### src/rtl/arm_register_file.sv
// ARM-style register file: r0-r14 in an array, r15 aliased to the PC, separate CPSR.
// Optional macro WRITE_BYPASS_EN forwards same-cycle write data to the read ports and status outputs.
module arm_register_file #(
  parameter int          WORD_SIZE  = 32,
  parameter int          NUM_REGS   = 16,
  parameter int          ADDR_WIDTH = 4,
  parameter logic [31:0] PC_RESET   = 32'h00000000,
  parameter logic [31:0] CPSR_RESET = 32'h000000D3
) (
  input  logic                  clk,
  input  logic                  reset,
  input  logic                  rd_we,
  input  logic [WORD_SIZE-1:0]  rd_in,
  input  logic [ADDR_WIDTH-1:0] write_rd,
  input  logic [ADDR_WIDTH-1:0] read_rn,
  input  logic [ADDR_WIDTH-1:0] read_rm,
  input  logic [WORD_SIZE-1:0]  pc_in,
  input  logic [WORD_SIZE-1:0]  cpsr_in,
  input  logic                  pc_we,
  input  logic                  cpsr_we,
  output logic [WORD_SIZE-1:0]  rn_out,
  output logic [WORD_SIZE-1:0]  rm_out,
  output logic [WORD_SIZE-1:0]  pc_out,
  output logic [WORD_SIZE-1:0]  cpsr_out
);

  localparam logic [ADDR_WIDTH-1:0] PC_IDX = ADDR_WIDTH'(NUM_REGS - 1);

  logic [WORD_SIZE-1:0] regs_q [NUM_REGS-1];
  logic [WORD_SIZE-1:0] regs_d [NUM_REGS-1];
  logic [WORD_SIZE-1:0] pc_q, pc_d;
  logic [WORD_SIZE-1:0] cpsr_q, cpsr_d;

  logic rd_to_pc;
  assign rd_to_pc = rd_we && (write_rd == PC_IDX);

  always_comb begin
    regs_d = regs_q;
    pc_d   = pc_q;
    cpsr_d = cpsr_q;
    if (pc_we) pc_d = pc_in;
    // Rd port is applied after pc_we so a write to r15 overrides pc_in.
    if (rd_we) begin
      if (rd_to_pc) pc_d = rd_in;
      else          regs_d[write_rd] = rd_in;
    end
    if (cpsr_we) cpsr_d = cpsr_in;
    if (!reset) begin
      for (int i = 0; i < NUM_REGS - 1; i++) regs_d[i] = '0;
      pc_d   = WORD_SIZE'(PC_RESET);
      cpsr_d = WORD_SIZE'(CPSR_RESET);
    end
  end

  always_ff @(posedge clk) begin
    regs_q <= regs_d;
    pc_q   <= pc_d;
    cpsr_q <= cpsr_d;
  end

  logic [WORD_SIZE-1:0] pc_view;
  logic [WORD_SIZE-1:0] cpsr_view;

`ifdef WRITE_BYPASS_EN
  // Forwarded values are the ones that will be stored at the coming edge.
  always_comb begin
    pc_view   = pc_q;
    cpsr_view = cpsr_q;
    if (reset) begin
      if (rd_to_pc)   pc_view = rd_in;
      else if (pc_we) pc_view = pc_in;
      if (cpsr_we)    cpsr_view = cpsr_in;
    end
  end

  function automatic logic [WORD_SIZE-1:0] read_port(input logic [ADDR_WIDTH-1:0] idx);
    if (idx == PC_IDX)                   return pc_view;
    else if (reset && rd_we && idx == write_rd) return rd_in;
    else                                 return regs_q[idx];
  endfunction
`else
  assign pc_view   = pc_q;
  assign cpsr_view = cpsr_q;

  function automatic logic [WORD_SIZE-1:0] read_port(input logic [ADDR_WIDTH-1:0] idx);
    if (idx == PC_IDX) return pc_q;
    else               return regs_q[idx];
  endfunction
`endif

  assign rn_out   = read_port(read_rn);
  assign rm_out   = read_port(read_rm);
  assign pc_out   = pc_view;
  assign cpsr_out = cpsr_view;

endmodule

### config.mk
export PLATFORM = sky130hd
export DESIGN_NAME = arm_register_file
export DESIGN_NICKNAME = d
export VERILOG_FILES = /design/src/rtl/arm_register_file.sv
export SDC_FILE = /design/constraint.sdc
export NUM_CORES = 1
export LEC_CHECK = 0
export CORE_MARGIN = 2
export CORE_UTILIZATION = 25
export DETAILED_ROUTE_END_ITERATION = 10
export GPL_ROUTABILITY_DRIVEN = 0
export PLACE_DENSITY = 0.46
export SETUP_SLACK_MARGIN = 0.2
export SLEW_MARGIN = 0
export SYNTH_ARGS = -nofsm -noshare
export SYNTH_HDL_FRONTEND = slang
export SYNTH_SLANG_ARGS = --single-unit
### constraint.sdc
create_clock -name clk -period 1.9 [get_ports clk]
set_input_delay 0.285 -clock clk [delete_from_list [all_inputs] [get_ports clk]]
set_output_delay 0.285 -clock clk [all_outputs]
set_load 0.02 [all_outputs]
* Yosys cells after proc, flatten, opt, wreduce, memory -nomap -nowiden
Cells that the tools add are included.
Operators by class: magnitude comparators 4, equality and inequality tests 3, mux-type cells 14, bitwise gates (word level) 4, reduce and logical (&&, ||, !) cells 3
Operator list (number):
- $bwmux W480 | 1
- $mux W32 | 10
- $bmux W32 S4 | 2
- $demux W32 S4 | 1
- $ge A5 B5 Y1 const B | 3
- $not A4 Y5 | 3
- $eq A4 B4 Y1 const B | 3
- $lt A5 B1 Y1 const B | 1
- $logic_and A1 B1 Y1 | 2
- $reduce_and A2 Y1 | 1
- $not A1 Y1 | 1
Word-level totals: bits in registers 544, input bits 113, output and inout bits 128

* Logic depth before layout (Yosys ltp)
depth after elaboration 6, depth in mapped cells 9, gate-level depth less buffers 4

* Worst setup path before layout
OpenSTA, ideal clock, no wires.
path type input port to output port, start input read_rn[0], end output rn_out[29], arrival 1638 ps, setup slack -23 ps, stages 6, cells stage by stage buf_2 > buf_6 > buf_6 > mux4_2 > o211ai_1 > o211ai_1
Between the ends: longest elaborated chain between the ends 5, elaborated cells between the ends (all ways) 6, those cells by class eq/ne: 1; mux: 4; bitwise: 1
RTL lines:
- start: declaration | RTL line 15 | input logic [ADDR_WIDTH-1:0] read_rn,
- $not A4 Y5 (implied by the code) | RTL line 87 | else return regs_q[idx];
- $bmux W32 S4 | RTL line 87
- $mux W32 (implied by the code) (2 in series) | RTL line 87
- $mux W32 * | RTL line 86 | if (idx == PC_IDX) return pc_q;
- end: declaration | RTL line 21 | output logic [WORD_SIZE-1:0] rn_out,
Every way passes the cells marked *; elsewhere a longest branch is shown, timed or not. The select of a mux whose other input is x is not followed.

* Worst setup path after layout
start register regs_q[207] (netlist bit), end output rm_out[15]
Between the ends: longest elaborated chain between the ends 4
RTL lines:
- start: declaration | RTL line 29 | logic [WORD_SIZE-1:0] regs_q [NUM_REGS-1];
- start signal: assignment | RTL line 56 | regs_q <= regs_d;
- $bmux W32 S4 | RTL line 87
- $mux W32 (implied by the code) (2 in series) | RTL line 87
- $mux W32 | RTL line 86
- end: declaration | RTL line 22 | output logic [WORD_SIZE-1:0] rm_out,
No other way between the ends. The select of a mux whose other input is x is not followed.

==> impl_metrics.py <==
metrics = {
    "critical_path": {
        "critPathRequiredTime_ns": 1.62,
        "critical_path_arrival_ns": 2.12,
        "critPathMaxFanout": 3,
        "end_kind": "output pin",
        "timing.setup.critical_path_class": "register to output pin",
        "crit_path_start_kind": "register",
    },
    "logic_synthesis": {
        "synth-edff-count": 0,
        "post_synth_inst_count": 3183,
        "yosys_warnings": 0,
        "synth.net_count": 3296,
        "postSynth.asyncResetShare_pct": 0,
        "synth_seq_area_share_pct": 37.8,
        "mappedNetlistArea_sq_mm": 0.0288,
        "avgSynthCellArea_sq_um": 9.05,
        "number_of_unique_standard_cell_types_used_by_synthesis": 37,
        "ys_dominant_reg_cell": "sky130_fd_sc_hd__dfxtp_1",
        "ys_ff_latch": 544,
    },
    "die": {
        "fp-row-count": 124,
        "fp.dieW_microns": 343,
        "coreArea_sq_mm": 0.114,
        "die_y_microns": 343,
        "die_area_sq_mm": 0.118,
        "effective_utilization_at_floorplan_pct": 25.2,
        "design.portCount": 241,
    },
    "global_routing": {
        "grt_antenna_before_repair": 2,
        "grt_first_pass_wirelength_microns": 173000,
        "grt_overflow_total": 0,
        "track_usage_pct": 19.9,
        "first_global_vias": 24600,
        "grt_start_max_net_pins": 94,
    },
    "final_layout": {
        "post_layout_nonfiller_instances": 5106,
        "final_common_cell": "sky130_fd_sc_hd__nand2_1",
        "most-common-layout-cells": "1038 x sky130_fd_sc_hd__nand2_1, 439 x sky130_fd_sc_hd__dfxtp_1, 428 x sky130_fd_sc_hd__a21boi_0",
        "n_fill_cell": 11600,
        "finalNetCount": 3660,
        "finish.instance_area_sq_mm": 0.0386,
        "insertedDiodeCount": 0,
        "final_layout_size_suffix_gt1_share_pct": 28.4,
        "layout-area-overhead-vs-synth_pct": 33.8,
    },
    "placed_design": {
        "placement.cell_area_sq_mm": 0.0362,
        "dp.final_hpwl_microns": 82800,
        "dp_worst_setup_slack_ns": -0.769,
        "post-place-cells": 4992,
        "buffer_ports.inserted": 240,
    },
    "power_and_ir_drop": {
        "netSwitchingPower_mw": 7.36,
        "vdd_ir_drop_max_mv": 0.632,
        "power.clock.fraction_pct": 42.9,
        "p_seq_share_pct": 42.9,
        "cellLeakagePower_nw": 13.9,
        "power.combinational.fraction_pct": 14.2,
        "swShare_pct": 26.8,
        "cellInternalPower_mw": 20.2,
        "cellPowerDensity_mw_per_mm2": 714,
    },
    "timing": {
        "report.final.hold_viol_count": 0,
        "slew_violations": 0,
        "worst_clock_skew_ns": 0,
        "worst_pin_slew_ns": 0.694,
        "timing.final.ws_setup_ns": -0.500,
        "grt_setup_unrepaired": "true",
        "finalCriticalPeriod_ns": 2.40,
        "final_min_period_over_clock_period_pct": 126,
        "final.hold.worst_slack_ns": 0.183,
        "finalSetupViolations": 64,
        "relSlewSlack_pct": 53.6,
        "fmax_mhz": 417,
    },
    "clocking": {
        "clock_insertion_delay_worst_skew_ns": 0.63,
        "h-tree-depth": 2,
        "clock_buffer_count_from_cts": 58,
        "clk_transition_reported_paths_ns": 0.06,
        "cts_root_buf": "sky130_fd_sc_hd__clkbuf_16",
        "cts_tree": "built",
        "ctsLongestPathBuffers": 3,
        "cts.sink_count": 544,
    },
    "detailed_routing": {
        "route.detailed.drc": 0,
        "number_of_drc_violations_after_detailed_routing_iteration_0": 1928,
        "via_count": 25400,
        "drt.antenna.violating_nets": 0,
        "drt_first_pass_iters": 5,
        "detail_route.wl_per_cell_microns": 23.5,
        "vias_per_cell": 4.98,
        "wirelength_microns": 120000,
    },
    "run": {
        "timing.max_cap.violations": 0,
    },
    "outcome": {
        "violations_in_the_final_reports": "negative setup slack",
        "status": "finished with violations",
    },
    "worst_hold_path": {
        "timing.hold.worst.class": "input pin to register",
    },
}
cell families (layout without fill, tap and decap cells):
kind of cell	Yosys count	count (layout)	synth area share, %
AOI/OAI and AO/OA	730	730	19.0
buffers and inverters	378	789	5.82
DFF	544	544	37.8
muxes	385	385	21.7
and+or+nand+nor	1146	1146	15.6
power by group through the flow:
stage	Sequential, mW	Combinational, mW	Clock, mW
final	11.8	3.91	11.8
after global routing	11.8	4.12	12.5
after CTS	11.8	3.90	12.1
after detailed placement	12.0	3.92	0
after global placement	12.0	3.91	0
after floorplan	12.1	1.92	0
through the flow:
| stage | power [mW] | utilization [%] | TNS (ns) |
|---|---|---|---|
| floorplan | 14.0 | - | 0 |
| global placement | 16.0 | 31.7 | -123.73 |
| detailed placement | 16.0 | 31.7 | -127.66 |
| CTS | 27.8 | 33.5 | -26.23 |
| global route | 28.4 | 33.7 | -27.41 |
| finish | 27.5 | 33.7 | -23.20 |
synth_stat cells (10+ instances only):
library cell	count	area (sq um)
sky130_fd_sc_hd__nand2_1	1050	3940
sky130_fd_sc_hd__dfxtp_1	544	10900
sky130_fd_sc_hd__a21boi_0	428	3210
sky130_fd_sc_hd__clkbuf_1	238	893
sky130_fd_sc_hd__mux4_2	190	4280
sky130_fd_sc_hd__mux2i_1	169	1690
sky130_fd_sc_hd__o211ai_1	75	563
sky130_fd_sc_hd__a21boi_1	52	390
sky130_fd_sc_hd__buf_2	50	250
sky130_fd_sc_hd__o22ai_1	50	313
sky130_fd_sc_hd__inv_1	40	150
sky130_fd_sc_hd__o221ai_1	40	350
sky130_fd_sc_hd__nor2_1	35	131
sky130_fd_sc_hd__buf_4	32	240
sky130_fd_sc_hd__o211a_1	32	320
sky130_fd_sc_hd__nor2b_1	29	181
sky130_fd_sc_hd__mux2_2	26	293
sky130_fd_sc_hd__a21o_1	25	188
sky130_fd_sc_hd__o21ai_0	25	125
sky130_fd_sc_hd__buf_6	10	113
registers in the layout, indices dropped and copies added (netlist names):
| register | count |
|---|---|
| cpsr_out | 32 |
| pc_out | 32 |
| regs_q | 480 |
metal layers:
layer | vias to the layer above | global-route usage (%) | wire (microns)
met3 | 150 | 3.59 | 7410
li1 | 11800 | - | -
met5 | - | 0 | 23
met4 | 4 | 5.21 | 2960
met1 | 12600 | 27.5 | 54800
met2 | 817 | 31.8 | 54900
area by class of cell:
type                    count  area [sq um]  area share, %
inverters                  40           150          0.389
well taps                1512          1890           4.91
clock buffers              88          1760           4.55
clock inverters            19           176          0.458
multi-input cells        2261         16800           43.6
flip-flops and latches    544         11000           28.6
repair buffers            642          6740           17.5
critical path, cell delays in order, from the launching register on:
cell,delay (ns)
sky130_fd_sc_hd__dfxtp_1,0.33
sky130_fd_sc_hd__mux4_2,0.44
sky130_fd_sc_hd__o211ai_1,0.25
sky130_fd_sc_hd__o211ai_1,0.23
sky130_fd_sc_hd__buf_4,0.23
repair_timing:
item	4_1_cts	5_1_grt
pin swaps	29	21
gates resized for setup	542	80
setup endpoints to repair	128	68
endpoints found under the hold margin	18	0
setup buffers	1	5
hold buffers	1	0
path summary, 6_finish.rpt:
check | startpoint | endpoint | slack [ns] | depth (start not counted)
max | regs_q[207]$_SDFFE_PN0P_ | rm_out[15] | -0.50 | 4
min | cpsr_we | cpsr_out[1]$_SDFFE_PN1P_ | 0.18 | 4
max reg2reg | pc_out[30]$_SDFF_PN0_ | pc_out[30]$_SDFF_PN0_ | 0.77 | 4
min reg2reg | regs_q[381]$_SDFFE_PN0P_ | regs_q[381]$_SDFFE_PN0P_ | 0.46 | 2
Power figures use the tool's default switching activity.
